$ cat src/rtl/memory_pipe_reg.sv
// memory_pipe_reg: E->M pipeline register and memory-stage control for the
// 5-stage Y86-64 pipeline. Latches execute results, honours stall/bubble from
// the hazard unit, drives data-memory address/strobes, folds the memory error
// into the stage status and blocks stores once an exception has been seen.
//
// Optional feature: define MEM_ADDR_CHECK_EN to flag any memory access whose
// address is >= ADDR_LIMIT as an address exception (ADR) and suppress the store.

module memory_pipe_reg #(
  parameter int ADDR_LIMIT = 8192
) (
  input  logic        clk,
  input  logic        reset,
  input  logic        M_stall,
  input  logic        M_bubble,
  input  logic [2:0]  e_stat,
  input  logic [3:0]  E_icode,
  input  logic        e_Cnd,
  input  logic [63:0] e_valE,
  input  logic [63:0] E_valA,
  input  logic [3:0]  e_dstE,
  input  logic [3:0]  E_dstM,
  input  logic [2:0]  W_stat,
  input  logic        dmem_error,
  output logic [2:0]  M_stat,
  output logic [3:0]  M_icode,
  output logic        M_Cnd,
  output logic [63:0] M_valE,
  output logic [63:0] M_valA,
  output logic [3:0]  M_dstE,
  output logic [3:0]  M_dstM,
  output logic [63:0] mem_addr,
  output logic        mem_read,
  output logic        mem_write,
  output logic [2:0]  m_stat,
  output logic        m_frozen
);

  // Status codes
  localparam logic [2:0] STAT_AOK = 3'd1;
  localparam logic [2:0] STAT_ADR = 3'd3;

  // Instruction codes that touch data memory
  localparam logic [3:0] I_NOP    = 4'h1;
  localparam logic [3:0] I_RMMOVQ = 4'h4;
  localparam logic [3:0] I_MRMOVQ = 4'h5;
  localparam logic [3:0] I_CALL   = 4'h8;
  localparam logic [3:0] I_RET    = 4'h9;
  localparam logic [3:0] I_PUSHQ  = 4'hA;
  localparam logic [3:0] I_POPQ   = 4'hB;

  localparam logic [3:0] REG_NONE = 4'hF;

`ifdef MEM_ADDR_CHECK_EN
  localparam bit RANGE_CHECK = 1'b1;
`else
  localparam bit RANGE_CHECK = 1'b0;
`endif

  logic raw_write;
  logic addr_bad;

  // Pipeline register: reset > stall > bubble > normal load
  always_ff @(posedge clk) begin
    // NOTE: sequential state uses non-blocking assignments so every register
    // samples pre-edge values regardless of statement order.
    if (reset) begin
      M_stat  <= STAT_AOK;
      M_icode <= I_NOP;
      M_Cnd   <= 1'b0;
      M_valE  <= '0;
      M_valA  <= '0;
      M_dstE  <= REG_NONE;
      M_dstM  <= REG_NONE;
    end else if (!M_stall) begin
      if (M_bubble) begin
        M_stat  <= STAT_AOK;
        M_icode <= I_NOP;
        M_Cnd   <= 1'b0;
        M_valE  <= '0;
        M_valA  <= '0;
        M_dstE  <= REG_NONE;
        M_dstM  <= REG_NONE;
      end else begin
        M_stat  <= e_stat;
        M_icode <= E_icode;
        M_Cnd   <= e_Cnd;
        M_valE  <= e_valE;
        M_valA  <= E_valA;
        M_dstE  <= e_dstE;
        M_dstM  <= E_dstM;
      end
    end
  end

  // Sticky exception flag: set by any non-AOK memory-stage status, even while stalled
  always_ff @(posedge clk) begin
    if (reset) begin
      m_frozen <= 1'b0;
    end else if (m_stat != STAT_AOK) begin
      m_frozen <= 1'b1;
    end
  end

  // Address select and access-type decode from the registered instruction
  always_comb begin
    // NOTE: every output gets a default first so no path leaves it unassigned
    // (which would infer a latch).
    mem_addr  = '0;
    mem_read  = 1'b0;
    raw_write = 1'b0;
    unique case (M_icode)
      I_RMMOVQ, I_PUSHQ, I_CALL: begin
        mem_addr  = M_valE;
        raw_write = 1'b1;
      end
      I_MRMOVQ: begin
        mem_addr = M_valE;
        mem_read = 1'b1;
      end
      I_POPQ, I_RET: begin
        mem_addr = M_valA;
        mem_read = 1'b1;
      end
      default: ;
    endcase
  end

  // Range check only exists when the optional feature is compiled in
  assign addr_bad = RANGE_CHECK && (mem_read || raw_write) &&
                    (mem_addr >= 64'(ADDR_LIMIT));

  // Status merge and store gating; a store never proceeds behind an exception
  always_comb begin
    m_stat    = M_stat;
    mem_write = 1'b0;
    if ((mem_read || raw_write) && (dmem_error || addr_bad)) begin
      m_stat = STAT_ADR;
    end
    if (raw_write && (M_stat == STAT_AOK) && (W_stat == STAT_AOK) &&
        !m_frozen && !addr_bad) begin
      mem_write = 1'b1;
    end
  end

endmodule

$ cat config.mk
export PLATFORM = sky130hd
export DESIGN_NAME = memory_pipe_reg
export DESIGN_NICKNAME = d
export VERILOG_FILES = /design/src/rtl/memory_pipe_reg.sv
export SDC_FILE = /design/constraint.sdc
export NUM_CORES = 1
export LEC_CHECK = 0
export CAP_MARGIN = 5
export CORE_AREA = 2 2 140 142
export CTS_BUF_LIST = sky130_fd_sc_hd__clkbuf_4
export CTS_CLUSTER_SIZE = 40
export DETAILED_ROUTE_END_ITERATION = 12
export DIE_AREA = 0 0 142 144
export DONT_BUFFER_PORTS = 1
export PLACE_DENSITY = 0.5
export SYNTH_ARGS = -nofsm -noshare
export SYNTH_HDL_FRONTEND = slang
export SYNTH_SLANG_ARGS = --single-unit
export TNS_END_PERCENT = 20
$ cat constraint.sdc
create_clock -name clk -period 3.3 [get_ports clk]
set_input_delay 0.33 -clock clk [delete_from_list [all_inputs] [get_ports clk]]
set_output_delay 0.33 -clock clk [all_outputs]
set_load 0.05 [all_outputs]
==> flow_metrics.env, run 1 <==
export IMPL_cts_resized=0
export IMPL_synth_compound_area_frac=0.3012
export IMPL_async_flop_share=0
export IMPL_ys_top_cells_by_area="dfxtp_1 (52%), a22oi_1 (18%), a22o_1 (10%), nor2_1 (9.2%), clkbuf_1 (2.2%)"
export IMPL_lastStage="clock tree synthesis (4_1_cts)"
export IMPL_port_buffers=0
export IMPL_synth_commonest_cells="dfxtp_1 (145), nor2_1 (135), a22oi_1 (133)"
export IMPL_cts_setup_buffers=1
export IMPL_start_util=0.2902
export IMPL_synth_xor_area_frac=0
export IMPL_status="stopped before the end"
export IMPL_synth_simple_area_share=0.1168
export IMPL_synth_nets=726
export IMPL_yosysMostFrequentCell="dfxtp_1"
export IMPL_h_tree_depth=4
export IMPL_clock_sinks=145
export IMPL_place_congestion=0.7742
export IMPL_stop_error="[ERROR RSZ-0060] Max buffer count reached."
export IMPL_syn_inst=574
export IMPL_io_pins=366
export IMPL_synth_warnings=0
export IMPL_postCtsHoldBufs=160
export IMPL_die_h_um=144
export IMPL_seq_area_frac_synth=0.5243
export IMPL_synth_adder_area_share=0
export IMPL_synth_edff_count=0
export IMPL_synth_top_family_by_area="compound AO/OA/AOI/OAI gates"
export IMPL_die_w_um=142
export IMPL_yosysTopAreaCell="dfxtp_1"
export IMPL_synth_top_area_frac=0.5243
export IMPL_yosysUniqueCellTypes=22
export IMPL_clock_path_buffers=2
export IMPL_rows=51
export IMPL_cts_buffers=17
export IMPL_syn_area_per_cell_um2=9.646
export IMPL_ys_seq_elements=145
export IMPL_synth_area_um2=5537
export IMPL_hpwl_um=11850
export IMPL_muxShareOfSynthArea=0
export IMPL_clockRootBuffer="clkbuf_4"
export IMPL_synth_ff_type="dfxtp_1"
-- kinds of logic after synthesis --
logic type,Yosys count
and+or+nand+nor,156
DFF,145
buffers and inverters,60
AOI/OAI and AO/OA,213
-- stage by stage --
stage               setup slack (ns)  utilization  hold slack [ns]  area [um2]  std cells
global placement              0.6378       0.2947           0.4126        5623        764
detailed placement            0.5860       0.2947           0.4145        5623        764
floorplan                      1.065            -           0.4732        5537        574
==> inputs of run 2 (changes only) <==
Settings changed: CORE_AREA 2 2 140 142 to 2 2 144 146, CTS_BUF_LIST sky130_fd_sc_hd__clkbuf_4 to not set, CTS_CLUSTER_SIZE 40 to not set, DIE_AREA 0 0 142 144 to 0 0 146 148, PLACE_DENSITY 0.5 to not set, PLACE_DENSITY_LB_ADDON set to 0.15.
==> flow_metrics.env, run 2 <==
export IMPL_status="completed"
export IMPL_drt_iter0_markers=294
export IMPL_crit_reg2reg_launch="M_icode[2]"
export IMPL_cap_violations=0
export IMPL_syn_area_per_cell_um2=9.646
export IMPL_grt_total_usage=0.1603
export IMPL_routedWlPerCell_um=22.68
export IMPL_yosysUniqueCellTypes=22
export IMPL_grt_pass1_vias=4451
export IMPL_place_congestion=0.7380
export IMPL_whs_ns=0.03276
export IMPL_worst_ep_required_time_ns=2.97
export IMPL_drc_errors=0
export IMPL_die_h_um=148
export IMPL_cts_tree="done"
export IMPL_fmax_mhz=318.2
export IMPL_layout_cells_most_common_list="dfxtp_1 (145), nor2_1 (134), a22oi_1 (133)"
export IMPL_antenna_cells=0
export IMPL_worstHoldEndpoint="M_icode[0]"
export IMPL_syn_inst=574
export IMPL_p_leak_uw=0.002331
export IMPL_synth_commonest_cells="dfxtp_1 (145), nor2_1 (135), a22oi_1 (133)"
export IMPL_synth_area_um2=5537
export IMPL_yosysTopAreaCell="dfxtp_1"
export IMPL_ant_nets=0
export IMPL_antenna_found_initial=0
export IMPL_slew_headroom=0.4385
export IMPL_synth_ff_type="dfxtp_1"
export IMPL_vias_per_cell=5.516
export IMPL_critPathCaptureType="output pin"
export IMPL_finalWirelength_um=18850
export IMPL_hpwl_um=12020
export IMPL_grt_max_degree=139
export IMPL_synth_top_area_frac=0.5243
export IMPL_clockRootBuffer="clkbuf_16"
export IMPL_top_regs="M_valA x64, M_valE x64"
export IMPL_h_tree_depth=4
export IMPL_die_area_um2=21610
export IMPL_hold_viol=0
export IMPL_synth_edff_count=0
export IMPL_slowest_delay_ns=0.60
export IMPL_synth_warnings=0
export IMPL_start_util=0.2763
export IMPL_area_growth_pct=15.16
export IMPL_period_needed_ns=3.143
export IMPL_place_area_um2=5663
export IMPL_skew_ns=0.005365
export IMPL_critPathKind="reg2out"
export IMPL_worst_hold_path_num_cells=1
export IMPL_final_area_um2=6376
export IMPL_overflow=0
export IMPL_hp_start="reset"
export IMPL_cp_data_arrival_time_ns=2.81
export IMPL_die_w_um=146
export IMPL_finalCritPeriodShare=0.9525
export IMPL_clock_latency_ns=0.41
export IMPL_reg2reg_to="m_frozen"
export IMPL_clock_path_buffers=2
export IMPL_ys_top_cells_by_area="dfxtp_1 (52%), a22oi_1 (18%), a22o_1 (10%), nor2_1 (9.2%), clkbuf_1 (2.2%)"
export IMPL_crit_chain="nand2b_1 -> o21ai_4 -> buf_12 -> a22o_1"
export IMPL_vdd_ir_drop_max_uv=307.7
export IMPL_hold_path_class="in2reg"
export IMPL_setup_tns_ns=0
export IMPL_worst_pin_slew_ns=0.8422
export IMPL_r2r_setup_slack_ns=1.62
export IMPL_clk_pin_slew_ns=0.06
export IMPL_cp_start_kind="flop"
export IMPL_cts_resized=0
export IMPL_core_um2=20040
export IMPL_drive_above_1_share=0.08556
export IMPL_cp_max_fo=34
export IMPL_seq_area_frac_synth=0.5243
export IMPL_vias=4584
export IMPL_ys_seq_elements=145
export IMPL_async_flop_share=0
export IMPL_nNetsFinal=702
export IMPL_rows=52
export IMPL_drv_slew=0
export IMPL_critPathSlowestCell="o21ai_4"
export IMPL_layout_commonest_cell="dfxtp_1"
export IMPL_io_pins=366
export IMPL_clock_sinks=145
export IMPL_firstDrtPassIters=5
export IMPL_reg2reg_depth=3
export IMPL_grt_pass1_wl_um=26870
export IMPL_setup_viol=0
export IMPL_powerDensity_nw_per_um2=704.4
export IMPL_synth_nets=726
export IMPL_cts_buffers=17
export IMPL_rsz0062_at_grt="no"
export IMPL_port_buffers=0
export IMPL_yosysMostFrequentCell="dfxtp_1"
[run 2: cell counts after synthesis]
No cell type changed its count.
[run 2: what timing repair did]
item	in CTS	in global routing
buffers inserted	0	0
hold endpoints to repair	99	1
setup endpoints to repair	0	34
hold buffers	3	1
[run 2: worst max path at each step]
stage                        end  slack, ns       start
CTS                 mem_addr[13]       0.06  M_icode[2]
floorplan            mem_addr[0]       1.06  M_icode[3]
finish              mem_addr[19]       0.16  M_icode[2]
global route        mem_addr[19]       0.03  M_icode[2]
global placement     mem_addr[0]       0.57  M_icode[2]
detailed placement  mem_addr[13]       0.52  M_icode[2]
[run 2: worst max-delay path, delay by kind of cell, from the launching register on]
kind                   cells  cell delay, ns
AOI/OAI and AO/OA          2            1.11
DFF                        1            0.49
and+or+nand+nor            1            0.47
buffers and inverters      1            0.29
[run 2: cell families (layout without fill, tap and decap cells)]
group | count (synthesis) | after routing | share of synthesized area
AO/OA/AOI/OAI | 213 | 214 | 0.3012
AND/OR/NAND/NOR | 156 | 156 | 0.1168
buffers and inverters | 60 | 46 | 0.05763
flip-flops | 145 | 145 | 0.5243
[run 2: area by class of cell]
cell class	instances	area, um2
inverter	2	7.507
clock buffer	17	425.4
sequential	145	2903
clock inverter	13	211.5
fill	2071	13660
tap	270	337.8
timing repair buffer	14	155.1
multi-input combinational	370	2336
[run 2: layer usage]
layer,wire [um],vias to the layer above,GRT usage
met5,0,-,0
met4,179,0,0.04126
li1,-,2067,-
met2,9649,265,0.2854
met1,7336,2238,0.1817
met3,1682,14,0.05926
[run 2: metrics by stage]
stage	power, uW	utilization	setup slack (ns)	instances
after floorplan	2381	-	1.065	574
after global placement	2385	0.2826	0.5700	796
after detailed placement	2391	0.2826	0.5160	796
after CTS	4554	0.3172	0.05530	829
after global routing	4665	0.3182	0.02644	831
final	4491	0.3182	0.1569	831
[run 2: power by group]
part / switching, uW / leakage (uW) / internal (uW) / total, uW
Clock: 761 / 0.000310 / 1340 / 2100
Sequential: 306 / 0.00118 / 1820 / 2130
Combinational: 176 / 0.000838 / 89.5 / 266
Total: 1240 / 0.00233 / 3250 / 4490
Note: power is estimated with default switching activity, not from simulation.
==> inputs of run 3 (changes only) <==
Settings changed: CELL_PAD_IN_SITES_DETAIL_PLACEMENT set to 0, CELL_PAD_IN_SITES_GLOBAL_PLACEMENT set to 1, CORE_AREA 2 2 144 146 to 8 8 134 136, DIE_AREA 0 0 146 148 to 0 0 142 144.
==> flow_metrics.env, run 3 (same netlist as run 2, synthesis figures left out) <==
export IMPL_hold_viol=0
export IMPL_skew_ns=0.003565
export IMPL_io_pins=366
export IMPL_rows=47
export IMPL_crit_reg2reg_launch="M_icode[2]"
export IMPL_layout_commonest_cell="dfxtp_1"
export IMPL_power_share_clock=0.450
export IMPL_finalWirelength_um=20510
export IMPL_p_leak_uw=0.002315
export IMPL_place_area_um2=5598
export IMPL_rsz0062_at_grt="no"
export IMPL_pwr_share_seq=0.489
export IMPL_die_area_um2=20450
export IMPL_critPathSlowestCell="o21ai_2"
export IMPL_die_w_um=142
export IMPL_swShare=0.2755
export IMPL_crit_chain="nand2b_1 -> o21ai_2 -> a22o_1"
export IMPL_clock_path_buffers=2
export IMPL_grt_max_degree=139
export IMPL_drt_iter0_markers=304
export IMPL_slowest_delay_ns=0.76
export IMPL_die_h_um=144
export IMPL_layout_cells_most_common_list="dfxtp_1 (145), nor2_1 (134), a22oi_1 (133)"
export IMPL_antenna_cells=0
export IMPL_p_sw_uw=1202
export IMPL_vdd_ir_drop_max_uv=336.1
export IMPL_critPathBufInv=0
export IMPL_r2r_setup_slack_ns=1.67
export IMPL_cts_buffers=17
export IMPL_grt_total_usage=0.1859
export IMPL_antenna_found_initial=0
export IMPL_vias=4627
export IMPL_status="completed"
export IMPL_powerDensity_nw_per_um2=691.6
export IMPL_hold_path_class="in2reg"
export IMPL_cp_data_arrival_time_ns=2.70
export IMPL_worst_ep_required_time_ns=2.97
export IMPL_clk_pin_slew_ns=0.06
export IMPL_hpwl_um=13850
export IMPL_grt_pass1_wl_um=28990
export IMPL_clockRootBuffer="clkbuf_16"
export IMPL_clock_sinks=145
export IMPL_core_um2=16050
export IMPL_worstSetupStartpoint="M_icode[2]"
export IMPL_drv_slew=0
export IMPL_cp_max_fo=17
export IMPL_p_comb_frac=0.061
export IMPL_routedWlPerCell_um=26.22
export IMPL_fmax_mhz=330.3
export IMPL_overflow=0
export IMPL_port_buffers=0
export IMPL_drc_errors=0
export IMPL_cp_start_kind="flop"
export IMPL_setup_tns_ns=0
export IMPL_drive_above_1_share=0.08185
export IMPL_cap_violations=0
export IMPL_setup_viol=0
export IMPL_clock_latency_ns=0.42
export IMPL_finalCritPeriodShare=0.9174
export IMPL_place_congestion=0.7830
export IMPL_start_util=0.3449
export IMPL_path_delay_family="compound AO/OA/AOI/OAI gates"
export IMPL_firstDrtPassIters=4
export IMPL_top_regs="M_valA x64, M_valE x64"
export IMPL_slew_headroom=0.3904
export IMPL_area_growth_pct=13.88
export IMPL_grt_pass1_vias=4649
export IMPL_cts_tree="done"
export IMPL_final_area_um2=6305
export IMPL_hp_start="reset"
export IMPL_nNetsFinal=704
export IMPL_period_needed_ns=3.027
export IMPL_worst_pin_slew_ns=0.9144
export IMPL_critPathKind="reg2out"
export IMPL_critPathCaptureType="output pin"
export IMPL_p_int_uw=3159
export IMPL_vias_per_cell=5.917
export IMPL_h_tree_depth=4
export IMPL_ant_nets=0
-- run 3: changes by cell type in the layout (fill, tap and decap cells not counted), sizes merged --
cell / before / now
clkinv: 5 / 4
clkinvlp: 1 / 3
inv: 4 / 2
clkbuf: 17 / 18
dlygate4sd3: 2 / 4
bufinv: 5 / 4
-- run 3: what timing repair did --
action                     in CTS  in global routing
hold endpoints to repair      130                  1
gates resized for setup         0                  0
setup endpoints to repair       0                 30
buffers inserted                0                  3
hold buffers                    4                  1
-- run 3: area by class of cell --
class	instances	area (um2)
fillers	1594	9749
inverters	2	7.507
clock buffers	18	429.2
clock inverters	11	166.4
multi-input cells	370	2336
well taps	220	275.3
flip-flops and latches	145	2903
repair buffers	16	187.7
-- run 3: path summary, 6_finish.rpt --
check                 end  cells past startpoint
min reg2reg    M_icode[3]                      3
max reg2reg      m_frozen                      3
max          mem_addr[16]                      3
min             M_stat[0]                      1
-- run 3: power by group through the flow --
stage	combinational [uW]	clock [uW]	sequential [uW]
after floorplan	243	0	2140
after global placement	219	0	2170
after detailed placement	226	0	2170
after CTS	260	2020	2130
after global routing	292	2110	2140
final	267	1960	2130
-- run 3: per-layer routing --
metal	global-route usage	up-vias	part of all wire
li1	-	2068	-
met1	0.1861	2253	0.35
met2	0.3219	273	0.52
met3	0.08980	33	0.11
met4	0.08423	0	0.028
met5	0	-	0
-- run 3: stage by stage --
step / hold WS (ns) / cells / total power [uW] / utilization / setup slack [ns]
final: 0.02280 / 782 / 4360 / 0.3927 / 0.2727
after CTS: 0.001601 / 777 / 4411 / 0.3894 / 0.03744
after floorplan: 0.4732 / 574 / 2381 / - / 1.065
after detailed placement: 0.4170 / 744 / 2396 / 0.3487 / 0.5045
after global placement: 0.4144 / 744 / 2391 / 0.3487 / 0.5730
after global routing: 0.003300 / 782 / 4540 / 0.3927 / 0.1001
==> inputs of run 4 (changes only) <==
Settings changed: ABC_AREA set to 1, CORE_AREA 8 8 134 136 to 8 8 137 139, CTS_BUF_LIST set to sky130_fd_sc_hd__clkbuf_4 sky130_fd_sc_hd__clkbuf_8, DIE_AREA 0 0 142 144 to 0 0 145 147.
Clock period 3.3 ns to 2.76 ns, I/O delays scaled along.
==> flow_metrics.env, run 4 <==
export IMPL_cts_setup_buffers=0
export IMPL_hp_start="M_bubble"
export IMPL_rsz0062_at_grt="no"
export IMPL_cp_start_kind="flop"
export IMPL_synth_edff_count=0
export IMPL_clock_latency_ns=0.45
export IMPL_syn_inst=850
export IMPL_drc_errors=0
export IMPL_rows=48
export IMPL_place_congestion=0.8286
export IMPL_cts_buffers=17
export IMPL_worst_hold_path_num_cells=3
export IMPL_reg2reg_depth=3
export IMPL_die_w_um=145
export IMPL_p_total_uw=4917
export IMPL_synth_warnings=0
export IMPL_synth_ff_type="dfxtp_1"
export IMPL_ys_top_cells_by_area="dfxtp_1 (49%), nand2_1 (26%), a21oi_1 (11%), nand3_1 (5.5%), buf_2 (1.9%)"
export IMPL_worstHoldEndpoint="M_valE[45]"
export IMPL_reg2reg_to="M_valA[48]"
export IMPL_antenna_found_initial=0
export IMPL_ys_seq_elements=145
export IMPL_powerDensity_nw_per_um2=549.9
export IMPL_worst_ep_required_time_ns=2.48
export IMPL_status="completed"
export IMPL_port_buffers=0
export IMPL_yosysMostFrequentCell="nand2_1"
export IMPL_overflow=0
export IMPL_syn_area_per_cell_um2=6.992
export IMPL_vias_per_cell=5.100
export IMPL_clock_path_buffers=2
export IMPL_worstSetupStartpoint="M_icode[1]"
export IMPL_cts_tree="done"
export IMPL_grt_max_degree=136
export IMPL_finalCritPeriodShare=0.9295
export IMPL_yosysTopAreaCell="dfxtp_1"
export IMPL_die_area_um2=21320
export IMPL_cp_data_arrival_time_ns=2.29
export IMPL_start_util=0.3547
export IMPL_top_regs="M_valA x64, M_valE x64"
export IMPL_synth_commonest_cells="nand2_1 (412), dfxtp_1 (145), a21oi_1 (135)"
export IMPL_vdd_ir_drop_max_uv=336.7
export IMPL_hpwl_um=17170
export IMPL_cp_max_fo=33
export IMPL_antenna_cells=0
export IMPL_grt_total_usage=0.2281
export IMPL_io_pins=366
export IMPL_nNetsFinal=1190
export IMPL_layout_cells_most_common_list="nand2_1 (412), dlygate4sd3_1 (152), dfxtp_1 (144)"
export IMPL_ant_nets=0
export IMPL_pre_cts_ws_ns=0.5827
export IMPL_period_needed_ns=2.565
export IMPL_hold_path_class="in2reg"
export IMPL_grt_pass1_wl_um=38810
export IMPL_hold_viol=0
export IMPL_r2r_setup_slack_ns=1.12
export IMPL_critPathCaptureType="output pin"
export IMPL_setup_slack_ns=0.1946
export IMPL_critPathKind="reg2out"
export IMPL_worst_pin_slew_ns=0.8898
export IMPL_seq_area_frac_synth=0.4884
export IMPL_slew_headroom=0.4067
export IMPL_finalWirelength_um=25750
export IMPL_skew_ns=0.0007255
export IMPL_crit_reg2reg_launch="M_valA[48]"
export IMPL_drv_slew=0
export IMPL_vias=6507
export IMPL_clock_sinks=145
export IMPL_grt_pass1_vias=6764
export IMPL_die_h_um=147
export IMPL_firstDrtPassIters=6
export IMPL_clockRootBuffer="clkbuf_8"
export IMPL_setup_viol=0
export IMPL_routedWlPerCell_um=20.18
export IMPL_area_growth_pct=50.44
export IMPL_p_leak_uw=0.003635
export IMPL_drt_iter0_markers=524
export IMPL_cap_violations=0
export IMPL_synth_nets=1002
export IMPL_yosysUniqueCellTypes=19
export IMPL_whs_ns=0.07114
export IMPL_core_um2=16760
export IMPL_clk_pin_slew_ns=0.08
export IMPL_layout_commonest_cell="nand2_1"
export IMPL_synth_top_area_frac=0.4884
export IMPL_fmax_mhz=389.8
export IMPL_drive_above_1_share=0.1123
export IMPL_synth_area_um2=5943
export IMPL_async_flop_share=0
export IMPL_setup_tns_ns=0
export IMPL_h_tree_depth=4
==> run 4: cell types whose count changed in the layout (fill, tap and decap cells not counted), moves of 35 or more <==
cell,before,now
dlygate4sd3_1,4,152
a22o_1,64,0
nor2_1,134,4
nand3_1,0,65
nand2_1,1,412
a21oi_1,4,135
a22oi_1,133,0
buf_4,8,43
==> run 4: how the worst max path moves through the flow <==
stage / endpoint / slack (ns)
floorplan: m_stat[2] / 0.38
global placement: mem_addr[60] / 0.62
detailed placement: mem_addr[63] / 0.58
CTS: mem_addr[35] / 0.07
global route: mem_addr[63] / 0.08
finish: mem_addr[26] / 0.19
==> run 4: layout make-up <==
class	count	area, um2
clock inverter	12	156.4
timing repair buffer	232	2600
multi-input combinational	632	2690
inverter	10	37.54
tap	225	281.5
fill	1564	7815
clock buffer	20	269.0
sequential	145	2907
==> run 4: routing by layer <==
| metal | vias up | routed length (um) | GRT usage |
|---|---|---|---|
| li1 | 3106 | - | - |
| met1 | 3032 | 9450 | 0.2378 |
| met2 | 324 | 12840 | 0.3907 |
| met3 | 45 | 2630 | 0.1003 |
| met4 | 0 | 825 | 0.1036 |
| met5 | - | 0 | 0 |
==> run 4: worst max-delay path, stage by stage (launching register included) <==
cell and delay (ns):
dfxtp_1 0.67, nor2_1 0.08, nand2_1 0.22, o21ai_4 0.23
buf_12 0.23, nand2_1 0.10, nand2_1 0.07, buf_4 0.19
==> run 4: kinds of logic after synthesis <==
group | after synthesis | synth area share
DFF | 145 | 0.4884
and+or+nand+nor | 484 | 0.3229
AOI/OAI and AO/OA | 147 | 0.1282
buffers and inverters | 74 | 0.06042
==> run 4: where the power goes <==
group	leakage, uW	internal [uW]	switching (uW)
Combinational	0.00225	256	313
Clock	0.000201	954	853
Sequential	0.00118	2170	369
==> run 4: metrics by stage <==
step | instances | instance area (um2) | utilization
finish | 1276 | 8941 | 0.5336
global route | 1276 | 8941 | 0.5336
CTS | 1275 | 8932 | 0.5331
detailed placement | 1089 | 6930 | 0.4136
global placement | 1089 | 6930 | 0.4136
floorplan | 850 | 5943 | -
==> run 4: timing repair <==
| item | CTS | global route |
|---|---|---|
| endpoints found under the hold margin | 145 | 0 |
| hold buffers | 154 | 0 |
| gates resized for setup | 0 | 0 |
| endpoints found under the setup margin | 0 | 18 |
